## src/rtl/rng_pkg.sv

```systemverilog
`default_nettype none
// ============================================================================
//  Module   : rng_pkg
//  Purpose  : Shared constants, types and helper functions for the
//             multi-channel Galois-LFSR random generator.
//  Contents : LFSR tap constants, lfsr_taps(), derive_seed(), pow2_mask(),
//             per-channel state enum.
//  Revision : 1.0  initial release
// ============================================================================
package rng_pkg;

    // Right-shift Galois tap masks for the supported widths
    localparam logic [31:0] c_taps_w8  = 32'h0000_00B8;
    localparam logic [31:0] c_taps_w16 = 32'h0000_B400;
    localparam logic [31:0] c_taps_w32 = 32'h8020_0003;

    // Golden-ratio multiplier used to spread channel seeds apart
    localparam logic [31:0] c_seed_mult = 32'h9E37_79B9;

    typedef enum logic [1:0] {
        IDLE = 2'd0,
        DRAW = 2'd1,
        HOLD = 2'd2
    } rng_state_e;

    function automatic logic [31:0] lfsr_taps(input int width);
        case (width)
            8:       return c_taps_w8;
            16:      return c_taps_w16;
            default: return c_taps_w32;
        endcase
    endfunction

    // Seed depends only on the root seed and the channel's own index, so
    // changing the channel count never disturbs existing channels.
    function automatic logic [31:0] derive_seed(input logic [31:0] base,
                                                input int unsigned idx);
        return base ^ (32'(idx) * c_seed_mult);
    endfunction

    // Smallest 2^k-1 that is >= lim: smear the top set bit downwards.
    function automatic logic [31:0] pow2_mask(input logic [31:0] lim);
        logic [31:0] m;
        m = lim;
        m = m | (m >> 1);
        m = m | (m >> 2);
        m = m | (m >> 4);
        m = m | (m >> 8);
        m = m | (m >> 16);
        return m;
    endfunction

endpackage : rng_pkg
`default_nettype wire

```

## src/rtl/rng_channel.sv

```systemverilog
`default_nettype none
// ============================================================================
//  Module   : rng_channel
//  Purpose  : One independent random channel: Galois LFSR plus an
//             IDLE/DRAW/HOLD handshake FSM doing mask-and-reject sampling
//             into [0, limit], with clamp fallback after MAX_RETRY misses.
//  Ports    : clk, rst_n (async active-low)
//             req_valid_i/req_ready_o/req_limit_i   request side
//             rsp_valid_o/rsp_ready_i/rsp_data_o/rsp_clamp_o  response side
//             seed_we_i/seed_val_i                  reseed (any state)
//  Revision : 1.0  initial release
// ============================================================================
module rng_channel
    import rng_pkg::*;
#(
    parameter int               WIDTH     = 32,
    parameter int               MAX_RETRY = 8,
    parameter logic [WIDTH-1:0] INIT_SEED = 1
) (
    input  logic             clk,
    input  logic             rst_n,
    input  logic             req_valid_i,
    output logic             req_ready_o,
    input  logic [WIDTH-1:0] req_limit_i,
    output logic             rsp_valid_o,
    input  logic             rsp_ready_i,
    output logic [WIDTH-1:0] rsp_data_o,
    output logic             rsp_clamp_o,
    input  logic             seed_we_i,
    input  logic [WIDTH-1:0] seed_val_i
);

    localparam int               RW           = (MAX_RETRY > 1) ? $clog2(MAX_RETRY) : 1;
    localparam logic [WIDTH-1:0] c_taps       = WIDTH'(lfsr_taps(WIDTH));
    localparam logic [RW-1:0]    c_retry_last = RW'(MAX_RETRY - 1);

    rng_state_e       state_q, state_d;
    logic [WIDTH-1:0] lfsr_q,  lfsr_d;
    logic [WIDTH-1:0] lim_q,   lim_d;
    logic [WIDTH-1:0] mask_q,  mask_d;
    logic [WIDTH-1:0] data_q,  data_d;
    logic [RW-1:0]    retry_q, retry_d;
    logic             clamp_q, clamp_d;

    logic [WIDTH-1:0] lfsr_step;
    logic [WIDTH-1:0] cand;
    logic [WIDTH-1:0] seed_fix;

    assign lfsr_step = (lfsr_q >> 1) ^ (lfsr_q[0] ? c_taps : '0);
    assign cand      = lfsr_step & mask_q;
    // An all-zero state would lock the LFSR forever
    assign seed_fix  = (seed_val_i == '0) ? WIDTH'(1) : seed_val_i;

    always_comb begin
        state_d = state_q;
        lfsr_d  = lfsr_q;
        lim_d   = lim_q;
        mask_d  = mask_q;
        retry_d = retry_q;
        data_d  = data_q;
        clamp_d = clamp_q;

        case (state_q)
            IDLE: begin
                if (req_valid_i) begin
                    lim_d   = req_limit_i;
                    mask_d  = WIDTH'(pow2_mask(32'(req_limit_i)));
                    retry_d = '0;
                    state_d = DRAW;
                end
            end
            DRAW: begin
                // A reseed this cycle replaces the step; the candidate is
                // then taken from the loaded value on the following cycle.
                if (!seed_we_i) begin
                    lfsr_d = lfsr_step;
                    if (cand <= lim_q) begin
                        data_d  = cand;
                        clamp_d = 1'b0;
                        state_d = HOLD;
                    end else if (retry_q == c_retry_last) begin
                        data_d  = lim_q;
                        clamp_d = 1'b1;
                        state_d = HOLD;
                    end else begin
                        retry_d = retry_q + RW'(1);
                    end
                end
            end
            HOLD: begin
                if (rsp_ready_i) begin
                    state_d = IDLE;
                end
            end
            default: state_d = IDLE;
        endcase

        if (seed_we_i) begin
            lfsr_d = seed_fix;
        end
    end

    always_ff @(posedge clk or negedge rst_n) begin
        if (!rst_n) begin
            state_q <= IDLE;
            lfsr_q  <= INIT_SEED;
            lim_q   <= '0;
            mask_q  <= '0;
            retry_q <= '0;
            data_q  <= '0;
            clamp_q <= 1'b0;
        end else begin
            state_q <= state_d;
            lfsr_q  <= lfsr_d;
            lim_q   <= lim_d;
            mask_q  <= mask_d;
            retry_q <= retry_d;
            data_q  <= data_d;
            clamp_q <= clamp_d;
        end
    end

    assign req_ready_o = (state_q == IDLE);
    assign rsp_valid_o = (state_q == HOLD);
    assign rsp_data_o  = data_q;
    assign rsp_clamp_o = clamp_q;

endmodule : rng_channel
`default_nettype wire

```

## src/rtl/rng_multi_channel.sv

```systemverilog
`default_nettype none
// ============================================================================
//  Module   : rng_multi_channel
//  Purpose  : NUM_CH independent random channels, each with its own derived
//             seed and req/rsp handshake. Only slices buses and decodes the
//             reseed strobe; all behaviour lives in rng_channel.
//  Ports    : clk, rst_n (async active-low)
//             req_valid/req_ready/req_limit[NUM_CH*WIDTH]
//             rsp_valid/rsp_ready/rsp_data[NUM_CH*WIDTH]/rsp_clamp
//             seed_we/seed_ch/seed_val  (seed_ch >= NUM_CH ignored)
//  Revision : 1.0  initial release
// ============================================================================
module rng_multi_channel
    import rng_pkg::*;
#(
    parameter int          NUM_CH    = 3,
    parameter int          WIDTH     = 32,
    parameter logic [31:0] BASE_SEED = 32'h0000_0001,
    parameter int          MAX_RETRY = 8,
    localparam int         SCW       = (NUM_CH > 1) ? $clog2(NUM_CH) : 1
) (
    input  logic                    clk,
    input  logic                    rst_n,
    input  logic [NUM_CH-1:0]       req_valid,
    output logic [NUM_CH-1:0]       req_ready,
    input  logic [NUM_CH*WIDTH-1:0] req_limit,
    output logic [NUM_CH-1:0]       rsp_valid,
    input  logic [NUM_CH-1:0]       rsp_ready,
    output logic [NUM_CH*WIDTH-1:0] rsp_data,
    output logic [NUM_CH-1:0]       rsp_clamp,
    input  logic                    seed_we,
    input  logic [SCW-1:0]          seed_ch,
    input  logic [WIDTH-1:0]        seed_val
);

    for (genvar i = 0; i < NUM_CH; i++) begin : g_ch
        localparam logic [31:0]      c_raw  = derive_seed(BASE_SEED, i);
        localparam logic [WIDTH-1:0] c_seed = (WIDTH'(c_raw) == '0) ? WIDTH'(1) : WIDTH'(c_raw);

        logic seed_hit;
        assign seed_hit = seed_we && (seed_ch == SCW'(i));

        rng_channel #(
            .WIDTH     (WIDTH),
            .MAX_RETRY (MAX_RETRY),
            .INIT_SEED (c_seed)
        ) u_ch (
            .clk         (clk),
            .rst_n       (rst_n),
            .req_valid_i (req_valid[i]),
            .req_ready_o (req_ready[i]),
            .req_limit_i (req_limit[i*WIDTH +: WIDTH]),
            .rsp_valid_o (rsp_valid[i]),
            .rsp_ready_i (rsp_ready[i]),
            .rsp_data_o  (rsp_data[i*WIDTH +: WIDTH]),
            .rsp_clamp_o (rsp_clamp[i]),
            .seed_we_i   (seed_hit),
            .seed_val_i  (seed_val)
        );
    end : g_ch

endmodule : rng_multi_channel
`default_nettype wire
```

## config.mk

```make
export PLATFORM = sky130hd
export DESIGN_NAME = rng_multi_channel
export DESIGN_NICKNAME = d
export VERILOG_FILES = /design/src/rtl/rng_pkg.sv /design/src/rtl/rng_channel.sv /design/src/rtl/rng_multi_channel.sv
export SDC_FILE = /design/constraint.sdc
export NUM_CORES = 1
export LEC_CHECK = 0
export CAP_MARGIN = 20
export CELL_PAD_IN_SITES_DETAIL_PLACEMENT = 1
export CELL_PAD_IN_SITES_GLOBAL_PLACEMENT = 1
export CORE_MARGIN = 5
export CORE_UTILIZATION = 47
export CTS_CLUSTER_SIZE = 12
export DETAILED_ROUTE_END_ITERATION = 6
export PLACE_DENSITY_LB_ADDON = 0.1
export SLEW_MARGIN = 20
export SYNTH_ARGS = -nofsm -noshare
export SYNTH_HDL_FRONTEND = slang
export SYNTH_SLANG_ARGS = --single-unit
```

## constraint.sdc

```tcl
create_clock -name clk -period 5.05 [get_ports clk]
set_clock_uncertainty 0.15 [all_clocks]
set_input_delay 0.505 -clock clk [delete_from_list [all_inputs] [get_ports clk]]
set_output_delay 0.505 -clock clk [all_outputs]
set_load 0.005 [all_outputs]
```

# After elaboration in Yosys (flattened, before gate mapping)
# Cells that the tools add are included.
word_totals:
  mem_bits_ro: 0
  reg_bits: 402
  in_bits: 139
  mem_count: 0
  output_inout_bits: 105
  latch_bits: 0
  mem_bits_rw: 0
classes:
  multipliers: 0
  div: 0
  bitwise: 24
  n_eq_ne: 29
  n_addsub: 3
  n_mux: 55
  shifts: 0
  n_lt_le_gt_ge: 3
  reduce_logical: 29
op_table:
  columns: ["cell", "count"]
  rows:
  - ["2-to-1 mux 32 bit", 16]
  - ["AND 32 bit", 3]
  - ["<= comparator 32 bit", 3]
  - ["bitwise OR 32 x 16 -> 32 bit", 3]
  - ["bitwise OR 32 x 24 -> 32 bit", 3]
  - ["bitwise OR 32 x 28 -> 32 bit", 3]
  - ["bitwise OR 32 x 30 -> 32 bit", 3]
  - ["bitwise OR 32 x 31 -> 32 bit", 3]
  - ["XOR 31 x 32 -> 32 bit", 3]
  - ["2-to-1 mux 3 bit", 12]
  - ["zero test 32 bit", 1]
  - ["2-to-1 mux 2 bit", 15]
  - ["inequality test 2 bit (second input constant)", 15]
  - ["case mux 2 bit (3 select lines)", 3]
  - ["case mux 3 bit (2 select lines)", 3]
  - ["nonzero test 2 bit", 9]
  - ["AND reduction 5 bit", 3]
  - ["AND reduction 4 bit", 3]
  - ["adder 3 x 1 -> 3 bit (second input constant)", 3]
  - ["equality test 3 bit (second input constant)", 3]
  - ["inequality test 3 x 1 -> 1 bit (second input constant)", 3]
  - ["AND reduction 3 bit", 3]
  - ["equality test 2 x 1 -> 1 bit (second input constant)", 4]
  - ["equality test 2 bit (second input constant)", 4]
  - ["5 further kinds", 19]

# Depth between registers and ports, before layout
depth:
  word_depth: 7
  depth_mapped: 12
  ltp_nobuf: 9

# By module
# From an unflattened synthesis, not the netlist that was laid out.
hier_totals:
  hier_cells: 2143
  area_unflattened_um2: 20603.5
by_module_without_submodules:
  columns: ["module", "instances", "cells_per_inst", "area_each_um2", "seq_area_each_um2"]
  rows:
  - ["rng_channel at g_ch[2].u_ch", 1, 726, 7005.5, 3353.2]
  - ["rng_channel at g_ch[1].u_ch", 1, 707, 6795.3, 3352.0]
  - ["rng_channel at g_ch[0].u_ch", 1, 707, 6772.7, 3329.4]
  - ["rng_multi_channel", 1, 3, 30.0, 0.0]

# Worst setup path after synthesis
# Ideal clock, no wire load.
synth_timing:
  path_kind: "register to register"
  from: "register g_ch[0].u_ch.lfsr_q[0]"
  to: "register g_ch[0].u_ch.data_q[0]"
  n_path_buf: 3
  period_less_slack_ps: 2990
  path_stages_with_launch: 13
  setup_time_ps: 104
  path_slack_ps: 2060
  required_time_ps: 4796
  t_arrival_ps: 2736
  cell_sequence: "dfstp_2 -> buf_2 -> xor2_1 -> and2_1 -> ha_1 -> nor2b_1 -> o211ai_1 -> a21boi_0 -> o31a_1 -> or2_2 -> clkbuf_1 -> clkbuf_1 -> a221oi_1"
synth_via:
  elab_chain_len: 6
  word_cells_on_any_way: 7
  classes_between: "order compare: 1; mux: 2; bitwise: 2; reduce/logical: 2"
synth_lines:
  columns: ["item", "line", "text"]
  rows:
  - ["from (decl)", "rng_channel.sv:38", "logic [WIDTH-1:0] lfsr_q, lfsr_d;"]
  - ["from (signal assigned)", "rng_channel.sv:114", "lfsr_q <= lfsr_d;"]
  - ["2-to-1 mux 32 bit *", "rng_channel.sv:49", "assign lfsr_step = (lfsr_q >> 1) ^ (lfsr_q[0] ? c_taps : '0);"]
  - ["XOR 31 x 32 -> 32 bit *", "rng_channel.sv:49", null]
  - ["AND 32 bit *", "rng_channel.sv:50", "assign cand = lfsr_step & mask_q;"]
  - ["<= comparator 32 bit", "rng_channel.sv:77", "if (cand <= lim_q) begin"]
  - ["nonzero test 2 bit (no line)", null, null]
  - ["AND reduction 3 bit (no line)", null, null]
  - ["to (signal assigned)", "rng_channel.sv:118", "data_q <= data_d;"]
  - ["to (decl)", "rng_channel.sv:41", "logic [WIDTH-1:0] data_q, data_d;"]
# Every way passes the cells marked *; elsewhere a longest branch is shown, timed or not.
# A chain may end at the register's enable or synchronous reset.

# Worst setup path in the final report
layout_timing:
  from: "register g_ch[2].u_ch.lfsr_q[30]"
  to: "register g_ch[2].u_ch.data_q[14]"
layout_via:
  elab_chain_len: 5
  word_cells_on_any_way: 6
  classes_between: "order compare: 1; mux: 1; bitwise: 2; reduce/logical: 2"
layout_lines:
  columns: ["item", "line"]
  rows:
  - ["from (decl)", "rng_channel.sv:38"]
  - ["from (signal assigned)", "rng_channel.sv:114"]
  - ["XOR 31 x 32 -> 32 bit *", "rng_channel.sv:49"]
  - ["AND 32 bit *", "rng_channel.sv:50"]
  - ["<= comparator 32 bit *", "rng_channel.sv:77"]
  - ["nonzero test 2 bit (no line)", null]
  - ["AND reduction 3 bit (no line)", null]
  - ["to (signal assigned)", "rng_channel.sv:118"]
  - ["to (decl)", "rng_channel.sv:41"]
# Marks and branches as above.

==> results.txt <==
----------------------------------------------------
[Timing]
  Final-report setup violation count ... 0
  Setup repair after global routing missed its margin ... no
  Maximum clock frequency ... 0.258 GHz
  Number of hold violations in the final report ... 0
  Final worst setup slack ... 1.17 ns
  Share of the cycle needed by the critical path after routing ... 76.7%
  Time the worst path needs with I/O delays and setup ... 3.88 ns
  Setup TNS after final layout ... 0 ns
  Max-slew violation count ... 0
  Slew at the pin closest to its max-slew limit ... 1.07 ns
  Slew margin rel. ... 28.5%

[Critical path]
  CP bufs+invs ... 1
  Crit path depth ... 9
  Worst setup path class ... register to register
  Arr. time, crit path ... 4.13 ns
  Dominant delay contributor by cell family on the critical path ... simple AND/OR/NAND/NOR gates
  Setup slack on the worst flop-to-flop path ... 1.17 ns
  Worst setup EP type ... register
  Count of cells along the worst register-to-register path ... 9
  Biggest fanout along the worst timing path ... 33
  Reg2reg start ... g_ch[2].u_ch.lfsr_q[30]$_DFFE_PN0P_
  Critical path's largest stage delay ... 0.73 ns
  Ordered list of cells on the worst path ... and2_1 -> ha_1 -> nand3_1 -> nor4_1 -> o21ai_0 -> a21oi_2 -> buf_4 -> or2_2 -> a311oi_1
  Capturing point of the worst reg2reg path ... g_ch[2].u_ch.rsp_data_o[14]$_DFFE_PN0P_
  Crit start category ... register
  Cell at the slowest stage of the critical path ... nor4_1
  CP required ... 5.30 ns

[Min path]
  Destination of the worst hold path ... g_ch[0].u_ch.mask_q[14]$_DFFE_PN0P_
  Worst Hold Path Cells ... 2
  Hold WC Path Type ... register to register
  Worst Min Path Start ... g_ch[0].u_ch.mask_q[14]$_DFFE_PN0P_

[Yosys]
  Dominant cell type by area after synthesis ... dfrtp_1
  Combinational family with the most area after synthesis ... simple AND/OR/NAND/NOR gates
  Portion of the post-synthesis area used by sequential elements ... 48.2%
  Netlist area before placement ... 0.0208 mm2
  Synthesis warning total ... 0
  Share of Yosys cell area claimed by the top area cell type ... 43.2%
  FF+latch count, synth ... 399
  Fraction of the mapped netlist area in compound gates ... 15.7%
  Adder-cell share of the synthesized area ... 5.96%
  Net count of the mapped netlist ... 2429
  Post-synth ARST share ... 100%
  Mean instance size in the synthesized netlist ... 9.49 um2
  Post-synth EDFFs ... 0
  Dominant cell by count in the synthesized netlist ... dfrtp_1
  Number of different library cells in the post-synthesis netlist ... 66
  Most frequently used flop master after synthesis ... dfrtp_1
  List of most frequent post-synthesis cells ... dfrtp_1, nand2_1, o21ai_0
  Area fraction in and, or, nand and nor cells after synthesis ... 18.7%
  Cell types with the largest area share after synthesis ... dfrtp_1, ha_1, o21ai_0, nand2_1, dfstp_2
  Proportion of synthesized area in mux cells ... 5.07%
  Xor-xnor portion of the synthesized cell area ... 0.505%
  Gate count of the mapped netlist ... 2191

[Floorplanning]
  Core Footprint ... 0.0440 mm2
  Die span in y ... 220 um
  Die ar. ... 0.0486 mm2
  Starting density of the core ... 47.2%
  FP Rows ... 77
  Die X-Extent ... 220 um
  Boundary pin count ... 244

[Layout]
  Post-synthesis to final-layout area growth ... 20.9%
  Core Util, Final ... 57.1%
  Fillers ... 4944
  Share of final-layout standard cells stronger than drive strength 1 ... 7.35%
  Finished Layout Cells ... 2989
  Number of nets at the end of the flow ... 2595

[CTS]
  Root buf cell ... clkbuf_16
  Clk slew on worst S/H paths ... 0.06 ns
  Clock insertion delay at the later pin of the skew report ... 0.58 ns
  Count of clock tree sinks ... 399
  H-tree depth reported by CTS ... 2
  CTS tree ... done
  Post-CTS repair timing setup buffer count ... 0
  TritonCTS Buffers ... 46
  CTS max path bufs ... 3

[Power and ir drop]
  Total net switching power ... 6930 uW
  Sequential power share ... 33.6%
  Clock power frac ... 19.5%
  Leakage power ... 0.0108 uW
  Sw Share ... 41.3%
  Internal ... 9870 uW
  Pwr per Cell Area ... 668 mW/mm2
  Power share of the combinational group ... 47.0%
  IR Drop Worst-Case VDD ... 0.442 mV

[Routing]
  Initial DRC Count ... 1593
  Number of antenna-violating nets in the routed design ... 0
  Number of vias after detailed routing ... 17800
  TritonRoute pass-1 iters ... 5
  Routed Wire Length ... 68700 um
  Mean number of vias per cell ... 5.95
  Wire length per cell ... 23.0 um
  DRC viols ... 0

[Global routing]
  Maximum number of pins on one net before global-route repair ... 108
  Overflow left after global routing ... 0
  First-pass GRT wire length ... 108000 um
  Antenna violations before repair ... 3
  Gr usage total ... 28.0%
  Via count of the first global-routing pass ... 19000

[Status]
  Result of the run ... finished clean

[Placed design]
  Port Buffer Count ... 243
  Number of cells after detailed placement ... 2900
  Detailed placement HPWL ... 49000 um
  Final RePlAce weighted congestion ... 0.845
  Worst setup slack after placement ... 1.18 ns

[Flow run]
  Number of max-cap violations ... 0

----------------------------------------------------
-- area by class of cell --
cell class	count	area (um2)	area share [%]
timing repair buffer	272	2680	10.7
antenna	2	5.00	0.0199
tap	592	741	2.94
sequential	399	10000	39.9
inverter	156	586	2.33
clock buffer	79	1430	5.68
multi-input combinational	1482	9640	38.3
clock inverter	7	35.0	0.139
-- timing repair --
action,4_1_cts,5_1_grt
gates resized for setup,0,0
hold buffers,1,0
hold endpoints to repair,90,0
-- per-stage QoR --
stage	cell area [um2]	total power, uW	hold slack (ns)
final	25200	16800	0.317
after floorplan	20800	10400	0.0594
after detailed placement	23700	13500	0.304
after CTS	25100	16800	0.316
after global routing	25100	18000	0.341
after global placement	23700	13100	0.296
-- registers in the layout, summed over array words and instances (netlist names) --
| name | count |
|---|---|
| g_ch.u_ch.lfsr_q | 96 |
| g_ch.u_ch.rsp_clamp_o | 3 |
| g_ch.u_ch.mask_q | 95 |
| g_ch.u_ch.state_q | 6 |
| g_ch.u_ch.retry_q | 9 |
| g_ch.u_ch.lim_q | 94 |
| g_ch.u_ch.rsp_data_o | 96 |
-- power groups by stage --
stage                     Sequential [uW]  Clock [uW]  Combinational [uW]
after global routing                 5770        3480                8710
after CTS                            5640        3320                7890
after detailed placement             5680           0                7800
final                                5640        3270                7890
after floorplan                      5260           0                5110
after global placement               5620           0                7450
-- cell families (layout without fill, tap and decap cells) --
kind of cell,count (synthesis),after routing
xor gates and xnor gates,12,12
muxes,105,105
AOI/OAI and AO/OA,521,521
other,0,2
buffers and inverters,310,514
adders and majority gates,99,99
and+or+nand+nor,745,745
DFF,399,399
-- per-layer routing --
metal,part of all wire [%],wire length (um),vias up,track usage [%]
met1,44,30000,9029,37.9
met3,5.2,3590,123,4.31
met2,48,33300,503,47.0
li1,-,-,8130,-
met4,2.6,1820,0,7.95
met5,0,0,-,0
-- worst max-delay path by stage --
stage                                   startpoint                                       to  slack, ns
3_5_place_dp                         req_limit[95]       g_ch[2].u_ch.mask_q[6]$_DFFE_PN0P_       1.18
6_report       g_ch[2].u_ch.lfsr_q[30]$_DFFE_PN0P_  g_ch[2].u_ch.rsp_data_o[14]$_DFFE_PN0P_       1.17
2_1_floorplan   g_ch[0].u_ch.lfsr_q[0]$_DFFE_PN1P_   g_ch[0].u_ch.rsp_data_o[0]$_DFFE_PN0P_       2.06
5_1_grt         g_ch[1].u_ch.lfsr_q[0]$_DFFE_PN0P_   g_ch[1].u_ch.rsp_data_o[9]$_DFFE_PN0P_       0.94
4_1_cts         g_ch[1].u_ch.lfsr_q[0]$_DFFE_PN0P_   g_ch[1].u_ch.rsp_data_o[9]$_DFFE_PN0P_       1.18
3_3_place_gp                         req_limit[95]       g_ch[2].u_ch.mask_q[6]$_DFFE_PN0P_       1.23
-- cells in the final DEF, fill, tap and decap left out, drive strengths merged, types with 4 or more instances in the layout --
cell type,n
and2,94
inv,156
dfrtp,359
nand2b,6
a221oi,35
mux2i,102
nor2b,9
or4,7
nand4,23
nor3,29
a31oi,79
nand3,14
o22a,8
nor4b,63
ha,99
clkinv,7
nand2,283
clkdlybuf4s50,242
o21a,6
dfstp,40
or2,4
nor4,51
or3,7
xor2,12
a211oi,7
a2bb2oi,4
a21o,6
clkbuf,79
o32a,7
a311oi,61
nor2,133
o21ai,228
a21oi,58
buf,29
-- tightest hold or removal path, cell delays in order, from the launching register on --
cell and delay (ns):
dfrtp_1 0.34, nand2_1 0.05, nand2_1 0.05
No activity file was read; power rests on OpenSTA's default activity.
